$ cat src/rtl/sr_bank_pkg.sv
// sr_bank_pkg: mode encoding shared by the shift-register bank and its control block
package sr_bank_pkg;
  typedef logic [1:0] sr_mode_t;
  localparam sr_mode_t MODE_HOLD   = 2'd0;
  localparam sr_mode_t MODE_SHIFT  = 2'd1;
  localparam sr_mode_t MODE_RECIRC = 2'd2;
  localparam sr_mode_t MODE_CLEAR  = 2'd3;
endpackage

$ cat src/rtl/sr_bank_ctl.sv
// sr_bank_ctl: rotation position, frame-wrap pulse and saturating fill/full tracking
module sr_bank_ctl
  import sr_bank_pkg::*;
#(
  parameter int LENGTH = 400
) (
  input  logic                         clk,
  input  logic                         rst,
  input  sr_mode_t                     mode,
  output logic [$clog2(LENGTH)-1:0]    pos,
  output logic                         frame,
  output logic [$clog2(LENGTH+1)-1:0]  fill,
  output logic                         full
);
  localparam int PW = $clog2(LENGTH);
  localparam int FW = $clog2(LENGTH+1);
  localparam logic [PW-1:0] POS_LAST = PW'(LENGTH-1);
  localparam logic [FW-1:0] FILL_MAX = FW'(LENGTH);
  logic [PW-1:0] pos_q, pos_d;
  logic [FW-1:0] fill_q, fill_d;
  logic          frame_q, frame_d, full_q, full_d, adv, wrap;
  always_comb begin
    adv     = (mode == MODE_SHIFT) || (mode == MODE_RECIRC);
    wrap    = adv && (pos_q == POS_LAST);
    pos_d   = (mode == MODE_CLEAR) ? '0 : wrap ? '0 : adv ? pos_q + 1'b1 : pos_q;
    frame_d = wrap;
    fill_d  = (mode == MODE_CLEAR) ? '0 :
              ((mode == MODE_SHIFT) && (fill_q != FILL_MAX)) ? fill_q + 1'b1 : fill_q;
    full_d  = (fill_d == FILL_MAX);
  end
  always_ff @(posedge clk) begin
    if (rst) begin
      pos_q   <= '0;
      frame_q <= 1'b0;
      fill_q  <= '0;
      full_q  <= 1'b0;
    end else begin
      pos_q   <= pos_d;
      frame_q <= frame_d;
      fill_q  <= fill_d;
      full_q  <= full_d;
    end
  end
  assign pos   = pos_q;
  assign frame = frame_q;
  assign fill  = fill_q;
  assign full  = full_q;
endmodule

$ cat src/rtl/sr_bank.sv
// sr_bank: WIDTH-channel, LENGTH-stage shift/recirculate storage with fill and frame tracking
// Optional tap output on stage TAP when SR_BANK_TAP_EN is defined.
module sr_bank
  import sr_bank_pkg::*;
#(
  parameter int WIDTH  = 6,
  parameter int LENGTH = 400,
  parameter int TAP    = LENGTH/2
) (
  input  logic                         clk,
  input  logic                         rst,
  input  sr_mode_t                     mode,
  input  logic [WIDTH-1:0]             data_in,
  output logic [WIDTH-1:0]             data_out,
  output logic [$clog2(LENGTH)-1:0]    pos,
  output logic                         frame,
  output logic [$clog2(LENGTH+1)-1:0]  fill,
  output logic                         full
`ifdef SR_BANK_TAP_EN
  ,
  output logic [WIDTH-1:0]             tap_out
`endif
);
  if (WIDTH < 1 || LENGTH < 2 || TAP < 0 || TAP >= LENGTH) begin : g_bad_params
    $error("sr_bank: illegal parameters WIDTH=%0d LENGTH=%0d TAP=%0d", WIDTH, LENGTH, TAP);
  end
  logic [WIDTH-1:0] stage_q [LENGTH];
  logic [WIDTH-1:0] stage_d [LENGTH];
  always_comb begin
    stage_d = stage_q;
    if (mode == MODE_CLEAR) begin
      for (int k = 0; k < LENGTH; k++) stage_d[k] = '0;
    end else if (mode != MODE_HOLD) begin
      stage_d[0] = (mode == MODE_SHIFT) ? data_in : stage_q[LENGTH-1];
      for (int k = 1; k < LENGTH; k++) stage_d[k] = stage_q[k-1];
    end
  end
  always_ff @(posedge clk) begin
    if (rst) stage_q <= '{default: '0};
    else stage_q <= stage_d;
  end
  assign data_out = stage_q[LENGTH-1];
`ifdef SR_BANK_TAP_EN
  assign tap_out = stage_q[TAP];
`endif
  sr_bank_ctl #(.LENGTH(LENGTH)) u_ctl (
    .clk   (clk),
    .rst   (rst),
    .mode  (mode),
    .pos   (pos),
    .frame (frame),
    .fill  (fill),
    .full  (full)
  );
endmodule

$ cat config.mk
export PLATFORM = sky130hd
export DESIGN_NAME = sr_bank
export DESIGN_NICKNAME = d
export VERILOG_FILES = /design/src/rtl/sr_bank_pkg.sv /design/src/rtl/sr_bank_ctl.sv /design/src/rtl/sr_bank.sv
export SDC_FILE = /design/constraint.sdc
export NUM_CORES = 2
export LEC_CHECK = 0
export ABC_AREA = 0
export BUFFER_PORTS_ARGS = -buffer_cell sky130_fd_sc_hd__buf_2
export CORE_ASPECT_RATIO = 0.9
export CORE_MARGIN = 2
export CORE_UTILIZATION = 62
export DETAILED_ROUTE_END_ITERATION = 8
export PLACE_DENSITY = 0.78
export SKIP_CTS_REPAIR_TIMING = 1
export SYNTH_ARGS = -nofsm -noshare
export SYNTH_HDL_FRONTEND = slang
export SYNTH_SLANG_ARGS = --single-unit
$ cat constraint.sdc
create_clock -name clk -period 2.2 [get_ports clk]
set_clock_uncertainty 0.05 [all_clocks]
set_input_delay 0.22 -clock clk [delete_from_list [all_inputs] [get_ports clk]]
set_output_delay 0.22 -clock clk [all_outputs]
set_load 0.05 [all_outputs]
**Word-level counts from Yosys, hierarchy flattened**

Cells that the tools add are included.

- Flip-flop bits (word level): 2,420
- Latch bits: 0
- Memory bits (writable): 0
- Bits in read-only memories: 0
- Output and inout bits: 26
- Word-level logic and storage cells: 421
- Memories: 0

- Add/subtract/negate cells: 2
- Multipliers: 0
- Div/mod/pow operators: 0
- $lt $le $gt $ge: 0
- Equal/unequal tests: 6
- Shift-type cells: 0
- Multiplexer cells: 3
- Bitwise gates (word level): 0
- Reduce and logical (&&, ||, !) cells: 6

Operators by type and width:

| cell | count |
|---|---|
| adder 9 x 1 -> 9 bit (second input constant) | 2 |
| equality test 9 bit (second input constant) | 2 |
| two-way mux 9 bit | 2 |
| inequality test 9 bit (second input constant) | 1 |
| two-way mux 6 bit | 1 |
| equality test 2 bit (second input constant) | 2 |
| OR reduction 3 bit | 1 |
| equality test 2 x 1 -> 1 bit (second input constant) | 1 |
| logical AND 1 bit | 2 |
| nonzero test 2 bit | 1 |
| OR reduction 2 bit | 1 |
| logical OR 1 bit | 1 |

**Depth between registers and ports, before layout**

- Depth in word-level cells: 5
- Gate-level depth with buffers: 8

**Modules after synthesis**

Synthesis repeated with hierarchy kept, for this count alone.

- Cell total of the unflattened synthesis: 8,124
- Area total of the unflattened synthesis: 79,774.0 sq um

By module, submodules not included:

| module | times used | cells each | area an instance (sq um) | seq. area each (sq um) |
|---|---|---|---|---|
| sr_bank | 1 | 8,021 | 78,805.6 | 48,046.1 |
| sr_bank_ctl | 1 | 103 | 968.4 | 400.4 |

**Worst setup path after synthesis**

No wires, ideal clock.

- Path type: register -> register
- From: register u_ctl.fill_q[4] (netlist: u_ctl.fill[4])
- To: register u_ctl.full_q (netlist: u_ctl.full)
- Library setup time: 0.061 ns
- Data arrival time: 2.182 ns
- Data required time: 2.089 ns
- Slack: -0.092 ns
- Stages on the path, launching flop included: 7
- Buffers on the path: 1
- Clock period less this slack: 2.292 ns
- Cells stage by stage: dfxtp_1 -> buf_4 -> or4b_4 -> or4_4 -> a31oi_4 -> o21a_1 -> and4_1

- Word-level cells in the longest chain between the ends: 5
- Elaborated cells on any way between the ends: 6
- Those cells by class: add/sub: 1; eq/ne: 2; mux: 2; reduce/logical: 1

Ends and longest elaborated chain:

| element | RTL line | source |
|---|---|---|
| start, declared | sr_bank_ctl.sv:20 | `logic [FW-1:0] fill_q, fill_d;` |
| start signal, assigned | sr_bank_ctl.sv:40 | `fill_q <= fill_d;` |
| branches (longest 2 deep; another with adder 9 x 1 -> 9 bit) | - |  |
| two-way mux 9 bit * | sr_bank_ctl.sv:28 | `((mode == MODE_SHIFT) && (fill_q != FILL_MAX)) ? fill_q + 1'b1 : fill_q;` |
| two-way mux 9 bit * | sr_bank_ctl.sv:27 | `fill_d = (mode == MODE_CLEAR) ? '0 :` |
| equality test 9 bit * | sr_bank_ctl.sv:29 | `full_d = (fill_d == FILL_MAX);` |
| end signal, assigned | sr_bank_ctl.sv:41 | `full_q <= full_d;` |
| end, declared | sr_bank_ctl.sv:21 | `logic frame_q, frame_d, full_q, full_d, adv, wrap;` |

Mark *: on every way between the ends.
A chain may end at the register's enable or synchronous reset.

**Final worst setup path**

Ends and elaborated chain as after synthesis.

==> results.json <==
{
  "intPower_mw": 69.2,
  "yosys_warnings": 0,
  "synth_area_per_cell_sq_um": 10.7,
  "syn-num-nets": 7883,
  "pwr-share-clk": 0.457,
  "tns_ps": 0,
  "tritoncts": "done",
  "die_h_um": 354,
  "switching_share": 0.204,
  "grt_pass1_vias": 48200,
  "fin_crit_sh": 0.890,
  "rsz0062_at_grt": "false",
  "first_iter_violations": 2122,
  "worstPathArrival_ps": 2660,
  "io_buffers": 35,
  "grt_pass1_wl_um": 213000,
  "p_seq_frac": 0.505,
  "clk_latency_ps": 820,
  "cp.required_ps": 2910,
  "io_pins": 36,
  "finalSetupViolations": 0,
  "async_flop_share": 0,
  "ys_ff_latch": 2420,
  "wirelength_um": 120000,
  "synthMuxAreaShare": 0.285,
  "timing_hold_violations_final": 0,
  "hold_path_class": "input pin to register",
  "status": "completed",
  "viasPerCell": 5.11,
  "via_count": 50100,
  "clock_tree.root_cell": "clkbuf_16",
  "gp_congestion": 0.701,
  "drtAntennaViolNets": 0,
  "power_switching_mw": 17.7,
  "hpwl_um": 71100,
  "globalRoute.totalOverflow": 0,
  "diodes": 0,
  "p_total_mw": 86.9,
  "synthSimpleGateAreaFrac": 0.111,
  "die_x_um": 393,
  "synth_compound_area_frac": 0.00131,
  "max_slew_margin": 0.651,
  "drive_above_1_share": 0.0769,
  "clock.fmax_mhz": 511,
  "synth_flop_cell": "dfxtp_1",
  "coreArea_sq_um": 135000,
  "synth_edf_count": 0,
  "end_kind": "register",
  "synthXorXnorAreaFrac": 0.00135,
  "wl_per_cell_um": 12.3,
  "setup_slack_ps": 241,
  "areaGrowthSynthToFinish_pct": 13.0,
  "start_kind": "register",
  "slew_viol_final": 0,
  "maxCapViolations": 0,
  "rows": 128,
  "grt_use_total": 0.174,
  "grt_start_max_net_pins": 98,
  "tightest_slew_ps": 524,
  "dp.cells": 9381,
  "period_minus_slack_ps": 1960,
  "p_comb_frac": 0.039,
  "clkSinkCount": 2420,
  "synth_fa_ha_area_frac": 0.000891,
  "power_per_cell_area_nw_per_um2": 913,
  "cts_buffers": 219,
  "htree_levels": 4,
  "synth.distinct_cells": 32,
  "drc_errors": 0,
  "synth_top_family_by_area": "multiplexers",
  "critical_path_class": "register to register",
  "netlist_instances": 7867,
  "die_area_sq_um": 139000,
  "stdcell_count": 9800,
  "nNetsFinal": 7808,
  "postLayoutCoreUtil": 0.705,
  "p_leak_nw": 36.0,
  "start_util": 0.624,
  "clockBufferDepth": 3,
  "seq_area_frac_synth": 0.575,
  "antenna_found_initial": 1,
  "worstPathMaxFanout": 9,
  "ir_worst_vdd_uv": 753,
  "preCtsSetupSlack_ps": 211,
  "path_clk_slew_ps": 60,
  "first_pass_iters": 5,
  "synth_area_sq_um": 84200
}
## power by group through the flow
stage / Sequential (mW) / Combinational, mW / Clock [mW]
final: 43.8 / 3.37 / 39.7
after detailed placement: 44.8 / 3.38 / 0
after global placement: 44.8 / 3.35 / 0
after CTS: 43.8 / 3.39 / 40.8
after floorplan: 44.8 / 2.61 / 0
after global routing: 43.8 / 3.61 / 42.6
## through the flow
stage / hold WS (ps) / cell area, sq um
floorplan: 242 / 84200
global placement: 403 / 87300
detailed placement: 405 / 87300
CTS: -487 / 95100
global route: 105 / 95200
finish: 117 / 95200
## registers in the layout, indices dropped and copies added (netlist names)
signal / flops
stage_q: 2394
u_ctl.fill: 9
u_ctl.pos: 9
data_out: 6
u_ctl.frame: 1
u_ctl.full: 1
## layout by cell type, fill, tap and decap left out, types with 2 or more instances in the layout
cell	n
nor2_1	2428
dfxtp_1	2419
mux2i_1	2402
clkbuf_16	224
buf_4	108
buf_12	96
clkbuf_8	55
clkinv_2	49
clkbuf_1	41
buf_2	35
bufinv_16	30
dlygate4sd3_1	10
a21oi_1	8
xnor2_1	7
nand2_1	7
inv_1	6
xor2_1	6
ha_1	5
nand4_1	4
inv_6	4
and3_1	3
nand3_1	3
clkinvlp_4	3
clkinv_8	3
nor3_1	2
o21ai_0	2
or3_1	2
nor3b_1	2
and4_1	2
nand2b_1	2
## cells by family after synthesis
logic type / after synthesis
buf+inv: 551
fa+ha+maj: 6
mux: 2402
flops: 2420
simple gates: 2460
xor+xnor: 13
compound gates: 15
## per-layer routing
layer,global-route usage,part of all wire,up-vias
met3,0.0286,0.028,194
met2,0.302,0.47,364
met4,0.0585,0.021,0
met1,0.219,0.48,23600
met5,0,0,-
li1,-,-,26000
## cells in the mapped netlist, drive strengths merged, types with 3 or more instances
cell / number / share of area
buf: 35 / 0.0022
ha: 6 / 0.00089
nor2: 2428 / 0.11
xor2: 6 / 0.00062
inv: 6 / 0.00027
nand4: 4 / 0.00030
clkbuf: 510 / 0.023
mux2i: 2402 / 0.29
xnor2: 7 / 0.00073
dfxtp: 2420 / 0.58
and3: 3 / 0.00022
nand3: 3 / 0.00018
nand2: 7 / 0.00031
a21oi: 8 / 0.00048
## layout make-up
cell class,count,area [sq um]
clock inverter,89,1250
clock buffer,320,6520
timing repair buffer,249,3010
fill,9543,39800
inverter,6,22.5
sequential,2420,48400
multi-input combinational,4896,33700
tap,1820,2280
## worst max-delay path, cell delays in order, from the launching register on
cell     delay (ps)
dfxtp_2         400
or4b_4          500
or4_4           450
a31oi_4         190
o21a_1          150
and4_1          170
## final timing paths
check | startpoint | endpoint | cells after the start | slack, ps
worst min-delay path | rst | u_ctl.frame | 3 | 120
worst min register to register | stage_q[1185] | stage_q[1179] | 2 | 430
worst max register to register | u_ctl.fill[4] | u_ctl.full | 5 | 240
worst max-delay path | u_ctl.fill[4] | u_ctl.full | 5 | 240
(Power assumes the default switching activity.)
